==> config.mk <==
export PLATFORM = sky130hd
export DESIGN_NAME = uart_resp_tx_flat
export DESIGN_NICKNAME = d
export VERILOG_FILES = /design/src/rtl/uart_resp_tx_if.sv /design/src/rtl/uart_resp_tx.sv /design/src/flat_wrapper.sv
export SDC_FILE = /design/constraint.sdc
export NUM_CORES = 1
export LEC_CHECK = 0
export BUFFER_PORTS_ARGS = -buffer_cell sky130_fd_sc_hd__buf_2
export CORE_UTILIZATION = 29
export DETAILED_ROUTE_END_ITERATION = 6
export HOLD_SLACK_MARGIN = 0.05
export SLEW_MARGIN = 20
export SYNTH_ARGS = -nofsm -noshare
export SYNTH_HDL_FRONTEND = slang
export SYNTH_SLANG_ARGS = --single-unit
==> constraint.sdc <==
create_clock -name sys_clk -period 2.5 [get_ports sys_clk]
set_clock_uncertainty 0.2 [all_clocks]
set_input_delay 0.25 -clock sys_clk [delete_from_list [all_inputs] [get_ports sys_clk]]
set_output_delay 0.25 -clock sys_clk [all_outputs]
set_load 0.02 [all_outputs]
==> src/rtl/uart_resp_tx_if.sv <==
// Response request channel between the command parser and the UART response transmitter.
// A request transfers when resp_valid && resp_ready are both high at a rising clock edge.
interface uart_resp_tx_if;
    logic        resp_valid;
    logic        resp_ready;
    logic [1:0]  resp_code;
    logic [15:0] resp_value;

    modport master (
        output resp_valid,
        output resp_code,
        output resp_value,
        input  resp_ready
    );

    modport slave (
        input  resp_valid,
        input  resp_code,
        input  resp_value,
        output resp_ready
    );
endinterface

==> src/rtl/uart_resp_tx.sv <==
// Formats an OK/ERR/VAL/BUSY response as an ASCII line and shifts it out 8N1, LSB first.
// uart_tx comes straight from a flop; each byte is looked up once, when it is loaded.
module uart_resp_tx #(
    parameter int CLKS_PER_BIT = 25,
    parameter int CNT_W        = 5
) (
    input  logic             sys_clk,
    input  logic             sys_rst,
    uart_resp_tx_if.slave    resp,
    output logic             uart_tx,
    output logic             tx_busy,
    output logic             tx_done,
    output logic [1:0]       state_dbg
);

    localparam logic [1:0] ST_IDLE  = 2'd0;
    localparam logic [1:0] ST_START = 2'd1;
    localparam logic [1:0] ST_DATA  = 2'd2;
    localparam logic [1:0] ST_STOP  = 2'd3;

    localparam logic [1:0] CODE_OK   = 2'd0;
    localparam logic [1:0] CODE_ERR  = 2'd1;
    localparam logic [1:0] CODE_VAL  = 2'd2;
    localparam logic [1:0] CODE_BUSY = 2'd3;

    localparam logic [CNT_W-1:0] CNT_LAST = CNT_W'(CLKS_PER_BIT - 1);

    logic [1:0]       state_q,    state_d;
    logic [1:0]       code_q,     code_d;
    logic [15:0]      value_q,    value_d;
    logic [2:0]       byte_idx_q, byte_idx_d;
    logic [2:0]       bit_idx_q,  bit_idx_d;
    logic [CNT_W-1:0] cnt_q,      cnt_d;
    logic [7:0]       shift_q,    shift_d;
    logic             tx_q,       tx_d;

    logic             bit_end;
    logic             last_byte;

    function automatic logic [7:0] hex_digit(input logic [3:0] nib);
        if (nib < 4'd10) begin
            return 8'h30 + {4'h0, nib};
        end
        return 8'h37 + {4'h0, nib};
    endfunction

    // Index of the final byte (CR LF is always the last two).
    function automatic logic [2:0] last_idx(input logic [1:0] code);
        case (code)
            CODE_OK:   return 3'd3;
            CODE_ERR:  return 3'd4;
            CODE_VAL:  return 3'd7;
            default:   return 3'd5;
        endcase
    endfunction

    function automatic logic [7:0] byte_at(input logic [1:0] code,
                                          input logic [15:0] value,
                                          input logic [2:0] idx);
        logic [7:0] b;
        b = 8'h0A;
        case (code)
            CODE_OK: begin
                case (idx)
                    3'd0:    b = 8'h4F;
                    3'd1:    b = 8'h4B;
                    3'd2:    b = 8'h0D;
                    default: b = 8'h0A;
                endcase
            end
            CODE_ERR: begin
                case (idx)
                    3'd0:    b = 8'h45;
                    3'd1:    b = 8'h52;
                    3'd2:    b = 8'h52;
                    3'd3:    b = 8'h0D;
                    default: b = 8'h0A;
                endcase
            end
            CODE_VAL: begin
                case (idx)
                    3'd0:    b = 8'h56;
                    3'd1:    b = 8'h3A;
                    3'd2:    b = hex_digit(value[15:12]);
                    3'd3:    b = hex_digit(value[11:8]);
                    3'd4:    b = hex_digit(value[7:4]);
                    3'd5:    b = hex_digit(value[3:0]);
                    3'd6:    b = 8'h0D;
                    default: b = 8'h0A;
                endcase
            end
            default: begin
                case (idx)
                    3'd0:    b = 8'h42;
                    3'd1:    b = 8'h55;
                    3'd2:    b = 8'h53;
                    3'd3:    b = 8'h59;
                    3'd4:    b = 8'h0D;
                    default: b = 8'h0A;
                endcase
            end
        endcase
        return b;
    endfunction

    assign bit_end   = (cnt_q == CNT_LAST);
    assign last_byte = (byte_idx_q == last_idx(code_q));

    always_comb begin
        state_d    = state_q;
        code_d     = code_q;
        value_d    = value_q;
        byte_idx_d = byte_idx_q;
        bit_idx_d  = bit_idx_q;
        cnt_d      = cnt_q;
        shift_d    = shift_q;
        tx_d       = tx_q;

        case (state_q)
            ST_IDLE: begin
                tx_d = 1'b1;
                if (resp.resp_valid) begin
                    state_d    = ST_START;
                    code_d     = resp.resp_code;
                    value_d    = resp.resp_value;
                    byte_idx_d = 3'd0;
                    bit_idx_d  = 3'd0;
                    cnt_d      = '0;
                    shift_d    = byte_at(resp.resp_code, resp.resp_value, 3'd0);
                    tx_d       = 1'b0;
                end
            end
            ST_START: begin
                if (bit_end) begin
                    state_d   = ST_DATA;
                    cnt_d     = '0;
                    bit_idx_d = 3'd0;
                    tx_d      = shift_q[0];
                end else begin
                    cnt_d = cnt_q + 1'b1;
                end
            end
            ST_DATA: begin
                if (bit_end) begin
                    cnt_d = '0;
                    if (bit_idx_q == 3'd7) begin
                        state_d = ST_STOP;
                        tx_d    = 1'b1;
                    end else begin
                        // shift_q[1] becomes the new LSB on this edge
                        bit_idx_d = bit_idx_q + 1'b1;
                        shift_d   = {1'b0, shift_q[7:1]};
                        tx_d      = shift_q[1];
                    end
                end else begin
                    cnt_d = cnt_q + 1'b1;
                end
            end
            ST_STOP: begin
                if (bit_end) begin
                    cnt_d = '0;
                    if (last_byte) begin
                        state_d = ST_IDLE;
                        tx_d    = 1'b1;
                    end else begin
                        state_d    = ST_START;
                        byte_idx_d = byte_idx_q + 1'b1;
                        shift_d    = byte_at(code_q, value_q, byte_idx_q + 1'b1);
                        tx_d       = 1'b0;
                    end
                end else begin
                    cnt_d = cnt_q + 1'b1;
                end
            end
            default: begin
                state_d = ST_IDLE;
                tx_d    = 1'b1;
            end
        endcase
    end

    always_ff @(posedge sys_clk) begin
        if (sys_rst) begin
            state_q    <= ST_IDLE;
            code_q     <= 2'd0;
            value_q    <= 16'h0000;
            byte_idx_q <= 3'd0;
            bit_idx_q  <= 3'd0;
            cnt_q      <= '0;
            shift_q    <= 8'h00;
            tx_q       <= 1'b1;
        end else begin
            state_q    <= state_d;
            code_q     <= code_d;
            value_q    <= value_d;
            byte_idx_q <= byte_idx_d;
            bit_idx_q  <= bit_idx_d;
            cnt_q      <= cnt_d;
            shift_q    <= shift_d;
            tx_q       <= tx_d;
        end
    end

    assign resp.resp_ready = (state_q == ST_IDLE);
    assign uart_tx         = tx_q;
    assign tx_busy         = (state_q != ST_IDLE);
    assign tx_done         = (state_q == ST_STOP) && bit_end && last_byte;
    assign state_dbg       = state_q;

endmodule

==> src/flat_wrapper.sv <==
// flat-port wrapper written by rule: the top's interface ports become plain ports
module uart_resp_tx_flat 
#(
    parameter int CLKS_PER_BIT = 25,
    parameter int CNT_W        = 5
)
  (sys_clk, sys_rst, uart_tx, tx_busy, tx_done, state_dbg, resp_resp_valid, resp_resp_code, resp_resp_value, resp_resp_ready);
  uart_resp_tx_if resp_i ();
  input  logic sys_clk;
  input  logic sys_rst;
  output logic uart_tx;
  output logic tx_busy;
  output logic tx_done;
  output logic [1:0] state_dbg;
  input wire logic [$bits(resp_i.resp_valid)-1:0] resp_resp_valid;
  input wire logic [$bits(resp_i.resp_code)-1:0] resp_resp_code;
  input wire logic [$bits(resp_i.resp_value)-1:0] resp_resp_value;
  output wire logic [$bits(resp_i.resp_ready)-1:0] resp_resp_ready;
  assign resp_i.resp_valid = resp_resp_valid;
  assign resp_i.resp_code = resp_resp_code;
  assign resp_i.resp_value = resp_resp_value;
  assign resp_resp_ready = resp_i.resp_ready;
  uart_resp_tx #(.CLKS_PER_BIT(CLKS_PER_BIT), .CNT_W(CNT_W)) u_core (.sys_clk(sys_clk), .sys_rst(sys_rst), .resp(resp_i), .uart_tx(uart_tx), .tx_busy(tx_busy), .tx_done(tx_done), .state_dbg(state_dbg));
endmodule
# Word-level counts from Yosys, hierarchy flattened
# Index checks and enable logic that the tools add are counted.
# word_totals
regBits,40
in_bits,21
output_inout_bits,6
wordCells,134
# op_classes
add_sub_neg,11
magnitude_cmp,4
eq_ne,23
mux,70
n_reduce_logical,18
# ops
operator,count
$mux W8,13
$add A6 B4 Y7 const A,8
$pmux W8 S7,1
$pmux W8 S3,2
$pmux W7 S3,2
$pmux W7 S5,1
$mux W1,31
$mux W3,6
$pmux W3 S3,2
$lt A4 B4 Y1 const B,4
$pmux W5 S3,1
$eq A3 B3 Y1 const B,4
$mux W2,5
$mux W5,2
$pmux W5 S2,1
$reduce_and A5 Y1,2
$eq A2 B2 Y1 const B,4
$ne A2 B1 Y1 const B,4
$pmux W2 S4,1
$add A3 B1 Y3 const B,2
$eq A2 B1 Y1 const B,3
$eq A3 B2 Y1 const B,2
$logic_not A2 Y1,3
$ne A2 B2 Y1 const B,3
other kinds (16),19

# Logic depth before layout (Yosys ltp)
# Gate-level depths: netlist of the first run.
# logic_depth
word_depth,13
ltp_mapped,9
depth_no_buf,8

# Least setup slack after synthesis of the first run
# Ideal clock, no wire load.
# synth_timing
path_type,reg-to-reg
start,"register u_core.state_q[0], in the netlist u_core.state_dbg[0]"
end,register u_core.shift_q[4]
setup_time_ps,88
arrival_ps,2055
t_required_ps,2212
path_slack_ps,157
path_stages_with_launch,9
path_buffers,1
synth_period_minus_slack_ps,2343
cell_sequence,dfxtp_1 > inv_1 > ha_1 > inv_1 > o21ai_0 > o2111a_4 > buf_6 > nor2_1 > a311oi_2
# synth_via
elab_chain_cells,3
elab_cells_between_ends,11
classes_between,7 x eq/ne; 1 x mux; 3 x reduce/logical
# synth_lines
item,line,rtl
from (decl),uart_resp_tx.sv:28,"logic [1:0] state_q, state_d;"
from (signal assigned),uart_resp_tx.sv:193,state_q <= state_d;
$logic_not A2 Y1 *,-,
via resp_resp_ready,flat_wrapper.sv:18,output wire logic [$bits(resp_i.resp_ready)-1:0] resp_resp_ready;
$ne A2 B2 Y1 (no line) / $reduce_bool A3 Y1 (equally long branches),-,
$reduce_and A6 Y1 (no line),-,
to (signal assigned),uart_resp_tx.sv:199,shift_q <= shift_d;
to (decl),uart_resp_tx.sv:34,"logic [7:0] shift_q, shift_d;"
# Mark *: on every way through the listed nets, which the timed path passes. The rest lies on a longest branch.
# A chain may end at the register's enable or synchronous reset.

# Worst setup path in the final report of the first run
# layout_timing
start,"register u_core.state_q[0], in the netlist u_core.state_dbg[0]"
end,output port tx_done
# layout_via
elab_chain_cells,3
# layout_lines
item,line,rtl
$eq A2 B2 Y1,uart_resp_tx.sv:207,assign tx_done = (state_q == ST_STOP) && bit_end && last_byte;
$logic_and A1 B1 Y1 (2 in a row),uart_resp_tx.sv:207,
to (decl),flat_wrapper.sv:13,output logic tx_done;
# No other way between the ends.

==> results of run 1 <==
[cell usage after synthesis (3+ instances only)]
library cell,number
a211oi_1,6
a21oi_1,48
a22oi_1,3
a311oi_1,3
a311oi_2,4
a31oi_1,7
buf_1,3
clkbuf_1,14
dfxtp_1,39
ha_1,19
inv_1,23
nand2_1,58
nand2b_1,3
nand3_1,5
nand4_1,5
nor2_1,26
nor2b_1,7
nor3_1,12
nor4_1,5
o211ai_1,5
o21ai_0,30
xnor2_1,6
xor2_1,3
[worst min-delay path, delay by kind of cell]
family | cells | cell delay [ps]
AO/OA/AOI/OAI | 1 | 50
buffers and inverters | 1 | 120
AND/OR/NAND/NOR | 2 | 110
[worst min-delay path by stage]
stage / slack [ps] / endpoint / startpoint / depth (start not counted)
finish: 80 / u_core.cnt_q[1]$_SDFFE_PP0N_ / resp_resp_valid / 4
global route: 80 / u_core.code_q[1]$_SDFFE_PP0P_ / resp_resp_code[1] / 3
CTS: 50 / u_core.code_q[0]$_SDFFE_PP0P_ / resp_resp_code[0] / 3
detailed placement: 250 / u_core.value_q[8]$_SDFFE_PP0P_ / u_core.value_q[8]$_SDFFE_PP0P_ / 2
global placement: 240 / u_core.bit_idx_q[2]$_SDFFE_PP0P_ / u_core.bit_idx_q[2]$_SDFFE_PP0P_ / 2
floorplan: 190 / u_core.value_q[8]$_SDFFE_PP0P_ / resp_resp_value[8] / 2
[metal layers]
| metal | up-vias | wire (um) | track usage |
|---|---|---|---|
| met5 | - | 0 | 0 |
| met4 | 0 | 215 | 0.0588 |
| met3 | 23 | 370 | 0.0251 |
| met2 | 96 | 3510 | 0.260 |
| met1 | 1313 | 3660 | 0.217 |
| li1 | 1431 | - | - |
[metrics by stage]
step	setup WS [ps]	total power, W	cells	cell area (sq um)	util
final	154	0.00262	549	3380	0.364
after global routing	6.30	0.00282	549	3380	0.364
after CTS	104	0.00263	548	3360	0.361
after detailed placement	135	0.00212	524	3090	0.333
after global placement	169	0.00209	524	3090	0.333
after floorplan	157	0.00181	377	2780	-
[what timing repair did]
action | 4_1_cts | 5_1_grt
hold buffers | 16 | 1
hold endpoints to repair | 16 | 1
setup endpoints to repair | 0 | 5
resized for setup | 0 | 7
[flip-flops by register name (all words and copies together) (netlist names)]
| name | flops |
|---|---|
| u_core.value_q | 16 |
| u_core.shift_q | 7 |
| u_core.cnt_q | 5 |
| u_core.state_dbg | 2 |
| u_core.uart_tx | 1 |
| u_core.code_q | 2 |
| u_core.byte_idx_q | 3 |
| u_core.bit_idx_q | 3 |
[cells in the final DEF, fill, tap and decap left out, types with 12 or more instances in the layout]
cell type | Yosys | routed
ha_1 | 19 | 17
buf_4 | 1 | 12
o21ai_0 | 30 | 28
nor2_1 | 26 | 26
buf_2 | 2 | 26
dlygate4sd3_1 | 0 | 17
a21oi_1 | 48 | 48
nand2_1 | 58 | 58
dfxtp_1 | 39 | 37
nor3_1 | 12 | 12
inv_1 | 23 | 23
[area by class of cell]
cell class	instances	area [sq um]	area share
clock buffers	7	96.3	0.0285
repair buffers	56	410	0.121
multi-input cells	294	1830	0.543
inverters	23	86.3	0.0256
well taps	129	161	0.0478
clock inverters	1	7.51	0.00222
flip-flops and latches	39	783	0.232
[kinds of logic after synthesis]
| group | count (synthesis) | share of synthesized area |
|---|---|---|
| AOI/OAI and AO/OA | 127 | 0.296 |
| xor gates and xnor gates | 10 | 0.0342 |
| adders and majority gates | 19 | 0.0854 |
| buffers and inverters | 44 | 0.0643 |
| DFF | 39 | 0.281 |
| muxes | 1 | 0.00360 |
| and+or+nand+nor | 137 | 0.236 |
[power breakdown]
group	switching (W)	internal [W]	leakage (nW)	total, W
Combinational	0.000753	0.000494	0.866	0.00125
Clock	0.000230	0.000251	0.0505	0.000481
Sequential	0.000140	0.000754	0.321	0.000894
Total	0.00112	0.00150	1.24	0.00262
==> impl_results.md, run 1 <==
- Rows: 35
- WL per Instance: between 10 and 15 um
- Mapped Avg Cell Area: 7.38 sq um
- Sequential share of the synthesized area: 0.281
- Fraction of registers with async set/reset: 0
- Synth top area cells: dfxtp_1 28%, a21oi_1 8.6%, ha_1 8.5%
- Hold Path Class: input port to flop
- RSZ-0062 raised after global routing: no
- Max-slew headroom: 0.705
- Status: finished, final reports clean
- Yosys top cell area share: 0.281
- Die area: between 9000 and 10000 sq um
- RD Place Congestion: 0.960
- Slew Viols, Final: 0
- Filler Cell Count: 1036
- Largest vdd supply drop: between 0.2 and 0.3 mV
- Leakage power: 1.24 nW
- Top_reg_cell synth: dfxtp_1
- Post-Route Hold Slack: 79.7 ps
- Max stage delay on crit path: 440 ps
- Reg2reg end: u_core.shift_q[1]$_SDFFE_PP0P_
- TritonCTS clock tree: built
- Fin crit period: 2350 ps
- Setup repair bufs after CTS: 0
- Die Ht: around 100 um
- Tcrit/Tclk final: 0.938
- Gr ovfl total: 0
- Worst reg2reg path depth: 8
- Buffers & Inverters on Critical Path: 1
- Drt initial violations: 265
- Largest net degree at the start of global routing: 23
- Global-route wire length before repair: 13100 um
- Post-synth EDFFs: 0
- Routed Antenna Nets: 0
- Share of cells above drive strength 1: 0.157
- Crit end category: output pin
- Area Overhead vs Synth: 21.4%
- Antenna cells: 0
- Cell Chain, Critical Path: ha_1 -> nand2_1 -> nor3_1 -> nor2_2 -> nor2_1 -> buf_2
- Placeable Area: 9280 sq um
- Actual slew at the worst max-slew pin: 439 ps
- Synth Warn #: 0
- Maximum clock rate: 0.426 GHz
- I/O pin total: 27
- CP arrival: 1900 ps
- Kind of critical path: flop to output pin
- Via density: 5.21
- Worst-path maximum fanout: 8
- Final TNS setup: 0 ps
- DP Wirelength: approximately 5700 um
- Clock root buffer: clkbuf_8
- Drt first pass iters: 7
- Initial Util: 0.300
- PwrDens: 776 nW/um^2
- Cell Area, Synth: ~2800 sq um
- Critical path's top delay family: simple AND/OR/NAND/NOR gates
- Maxcap violations: 0
- Required @ worst endpoint: about 2100 ps
- H-Tree Depth: 2
- Total CTS buffers: 5
- CTS sink count: 39
- Maximum clock insertion buffer count: 2
- Reg clk slew, reported paths: around 80 ps
- Final hold vios: 0
- Worst r2r src: u_core.byte_idx_q[1]$_SDFFE_PP0P_
- Initial antenna violation count: 0
- Slowest cell on crit path: dfxtp_1
- Final setup viols: 0
- CP endpoint: tx_done
- Layout Nets: 459
- Synthesized net count: 417
- Worst Setup SP: u_core.state_dbg[0]$_SDFFE_PP0P_
- Die W: about 100 um
- Reg-to-reg setup timing slack: 150 ps
- Cells after Synth: between 300 and 400
- Flip-flop and latch count after synthesis: 39
- Clk_lat worst skew: a little under 300 ps
- # port buffers: 26
- Total track usage: 0.161
- Cell taking the most area after synthesis: dfxtp_1
- Vias in the first global route: 2650
- Final WL: a little under 8000 um
- CP Depth: 6
- Remaining DRCs: 0
- Vias: 2863
- Synth cell types: 56
- Crit start category: flop
Note: power is estimated with default switching activity, not from simulation.
==> run 2, diff against run 1 <==
--- a/config.mk
+++ b/config.mk
@@ -8,6 +8,7 @@
 export BUFFER_PORTS_ARGS = -buffer_cell sky130_fd_sc_hd__buf_2
 export CORE_UTILIZATION = 29
 export DETAILED_ROUTE_END_ITERATION = 6
+export GPL_TIMING_DRIVEN = 0
 export HOLD_SLACK_MARGIN = 0.05
 export SLEW_MARGIN = 20
 export SYNTH_ARGS = -nofsm -noshare
==> constraint.sdc (replaced) <==
create_clock -name sys_clk -period 2.74 [get_ports sys_clk]
set_clock_uncertainty 0.2 [all_clocks]
set_input_delay 0.274 -clock sys_clk [delete_from_list [all_inputs] [get_ports sys_clk]]
set_output_delay 0.274 -clock sys_clk [all_outputs]
set_load 0.02 [all_outputs]
==> impl_results.md, run 2 (same netlist as run 1, synthesis figures left out) <==
- Leakage power: approximately 1.2 nW
- Drt first pass iters: 4
- Hold buffer count at cts: 16
- Initial Util: 0.300
- H-Tree Depth: 2
- Total CTS buffers: 5
- Worst reg2reg path depth: 7
- Cell Chain, Critical Path: ha_1 -> inv_1 -> a211oi_1 -> nor4_1 -> nor4_1 -> o22ai_1 -> a311oi_2
- Most flop-heavy register: u_core.value_q
- Worst-path maximum fanout: 8
- Commonest non-fill, non-tap cell in the layout: nand2_1
- Actual slew at the worst max-slew pin: 666 ps
- Final setup viols: 0
- Vias in the first global route: approximately 2700
- Final instance area: 3350 sq um
- Clk_lat worst skew: 300 ps
- Max stage delay on crit path: 510 ps
- DP Area: 3070 sq um
- Max reg flops: 16
- DP Wirelength: 5850 um
- Status: finished, final reports clean
- Die W: 100 um
- FF/Latch Area: 781 sq um
- Worst r2r src: u_core.byte_idx_q[1]$_SDFFE_PP0P_
- Via density: 5.26
- Hold path startpoint: resp_resp_code[0]
- Placed cells: approximately 530
- Crit start category: flop
- Tcrit/Tclk final: 0.916
- Post-CTS sizing: 0
- Final TNS setup: 0 ps
- Drt initial violations: between 150 and 200
- Slew Viols, Final: 0
- PwrDens: 736 nW/um^2
- Maxcap violations: 0
- Gr ovfl total: 0
- Final hold vios: 0
- Post-layout util: 0.361
- Max-slew headroom: 0.556
- RSZ-0062 raised after global routing: no
- Fin crit period: 2510 ps
- Area Overhead vs Synth: 20.3%
- CP endpoint: u_core.shift_q[1]$_SDFFE_PP0P_
- Worst Hold Depth: 3
- Global-route wire length before repair: around 13000 um
- Remaining DRCs: 0
- TritonCTS clock tree: built
- CTS sink count: 39
- CP most frequent cell: nor4_1
- Largest vdd supply drop: 0.284 mV
- Setup repair bufs after CTS: 0
- Die area: 9990 sq um
- Reg clk slew, reported paths: approximately 90 ps
- Largest registers: u_core.value_q x16, u_core.shift_q x7, u_core.cnt_q x5
- Routed Antenna Nets: 0
- Kind of critical path: flop to flop
- Hold Path Class: input port to flop
- Antenna cells: 0
- Reg-to-reg setup timing slack: between 200 and 250 ps
- CP arrival: ~2500 ps
- Share of cells above drive strength 1: 0.120
- Crit end category: flop
- Initial antenna violation count: 0
- I/O pin total: 27
- Clock root buffer: clkbuf_8
- Total power: approximately 0.0025 W
- Total track usage: 0.162
- Rows: 35
- Layout Nets: between 400 and 500
- Reg2reg end: u_core.shift_q[1]$_SDFFE_PP0P_
- Most frequent cells in the layout: 58 x nand2_1, 48 x a21oi_1, 39 x dfxtp_1
- Vias: 2919
- WL per Instance: about 14 um
- Layout Cells excl Fill: 555
- Filler Cell Count: 1024
- Worst Setup SP: u_core.byte_idx_q[1]$_SDFFE_PP0P_
- Largest net degree at the start of global routing: 13
- Maximum clock rate: 0.399 GHz
- Final WL: 7730 um
- Maximum clock insertion buffer count: 2
- RD Place Congestion: 0.892
- Die Ht: 100 um
- Slowest cell on crit path: dfxtp_1
- Area of the multi-input gates: 1820 sq um
- Placeable Area: 9280 sq um
- # port buffers: 25
- Required @ worst endpoint: 2760 ps
-- run 2: changes by cell type in the layout (fill, tap and decap cells not counted), sizes merged --
cell,previous run,this run
buf,39,32
bufinv,0,1
clkbuf,7,20
clkinv,0,1
clkinvlp,1,0
dlygate4sd3,17,16
-- run 2: per-layer routing --
| metal | global-route usage | share of wire | vias up |
|---|---|---|---|
| met2 | 0.277 | 0.47 | 78 |
| li1 | - | - | 1451 |
| met5 | 0 | 0 | - |
| met1 | 0.208 | 0.47 | 1371 |
| met4 | 0.0532 | 0.020 | 0 |
| met3 | 0.0244 | 0.036 | 19 |
-- run 2: through the flow --
stage | hold WS, ps | worst slack, ps
detailed placement | 248 | 261
CTS | 68.7 | 253
floorplan | 210 | 397
finish | 67.8 | 231
global route | 85.1 | 53.4
global placement | 247 | 236
-- run 2: how the worst min path moves through the flow --
stage | end | slack [ps]
after floorplan | u_core.value_q[8]$_SDFFE_PP0P_ | 210
after global routing | u_core.code_q[0]$_SDFFE_PP0P_ | 90
after CTS | u_core.code_q[0]$_SDFFE_PP0P_ | 70
after detailed placement | u_core.value_q[8]$_SDFFE_PP0P_ | 250
final | u_core.code_q[0]$_SDFFE_PP0P_ | 70
after global placement | u_core.bit_idx_q[2]$_SDFFE_PP0P_ | 250
-- run 2: report_power, final --
group	leakage, nW	internal, W	switching [W]
Sequential	0.320	0.000686	0.000126
Combinational	0.835	0.000449	0.000680
Clock	0.0612	0.000295	0.000225
-- run 2: critical path: cells and delay by family (launching register included) --
kind,cells,cell delay (ps)
flip-flops,1,510
buffers and inverters,1,230
AND/OR/NAND/NOR,2,400
adder cells (fa/ha/maj),1,410
AO/OA/AOI/OAI,3,680
-- run 2: cell type report --
type                       instances  share of cell area
clock buffer                       6              0.0247
inverter                          23              0.0258
sequential                        39               0.233
tap                              129              0.0482
buffer                            21              0.0277
multi-input combinational        294               0.545
timing repair buffer              41              0.0852
clock inverter                     2              0.0105
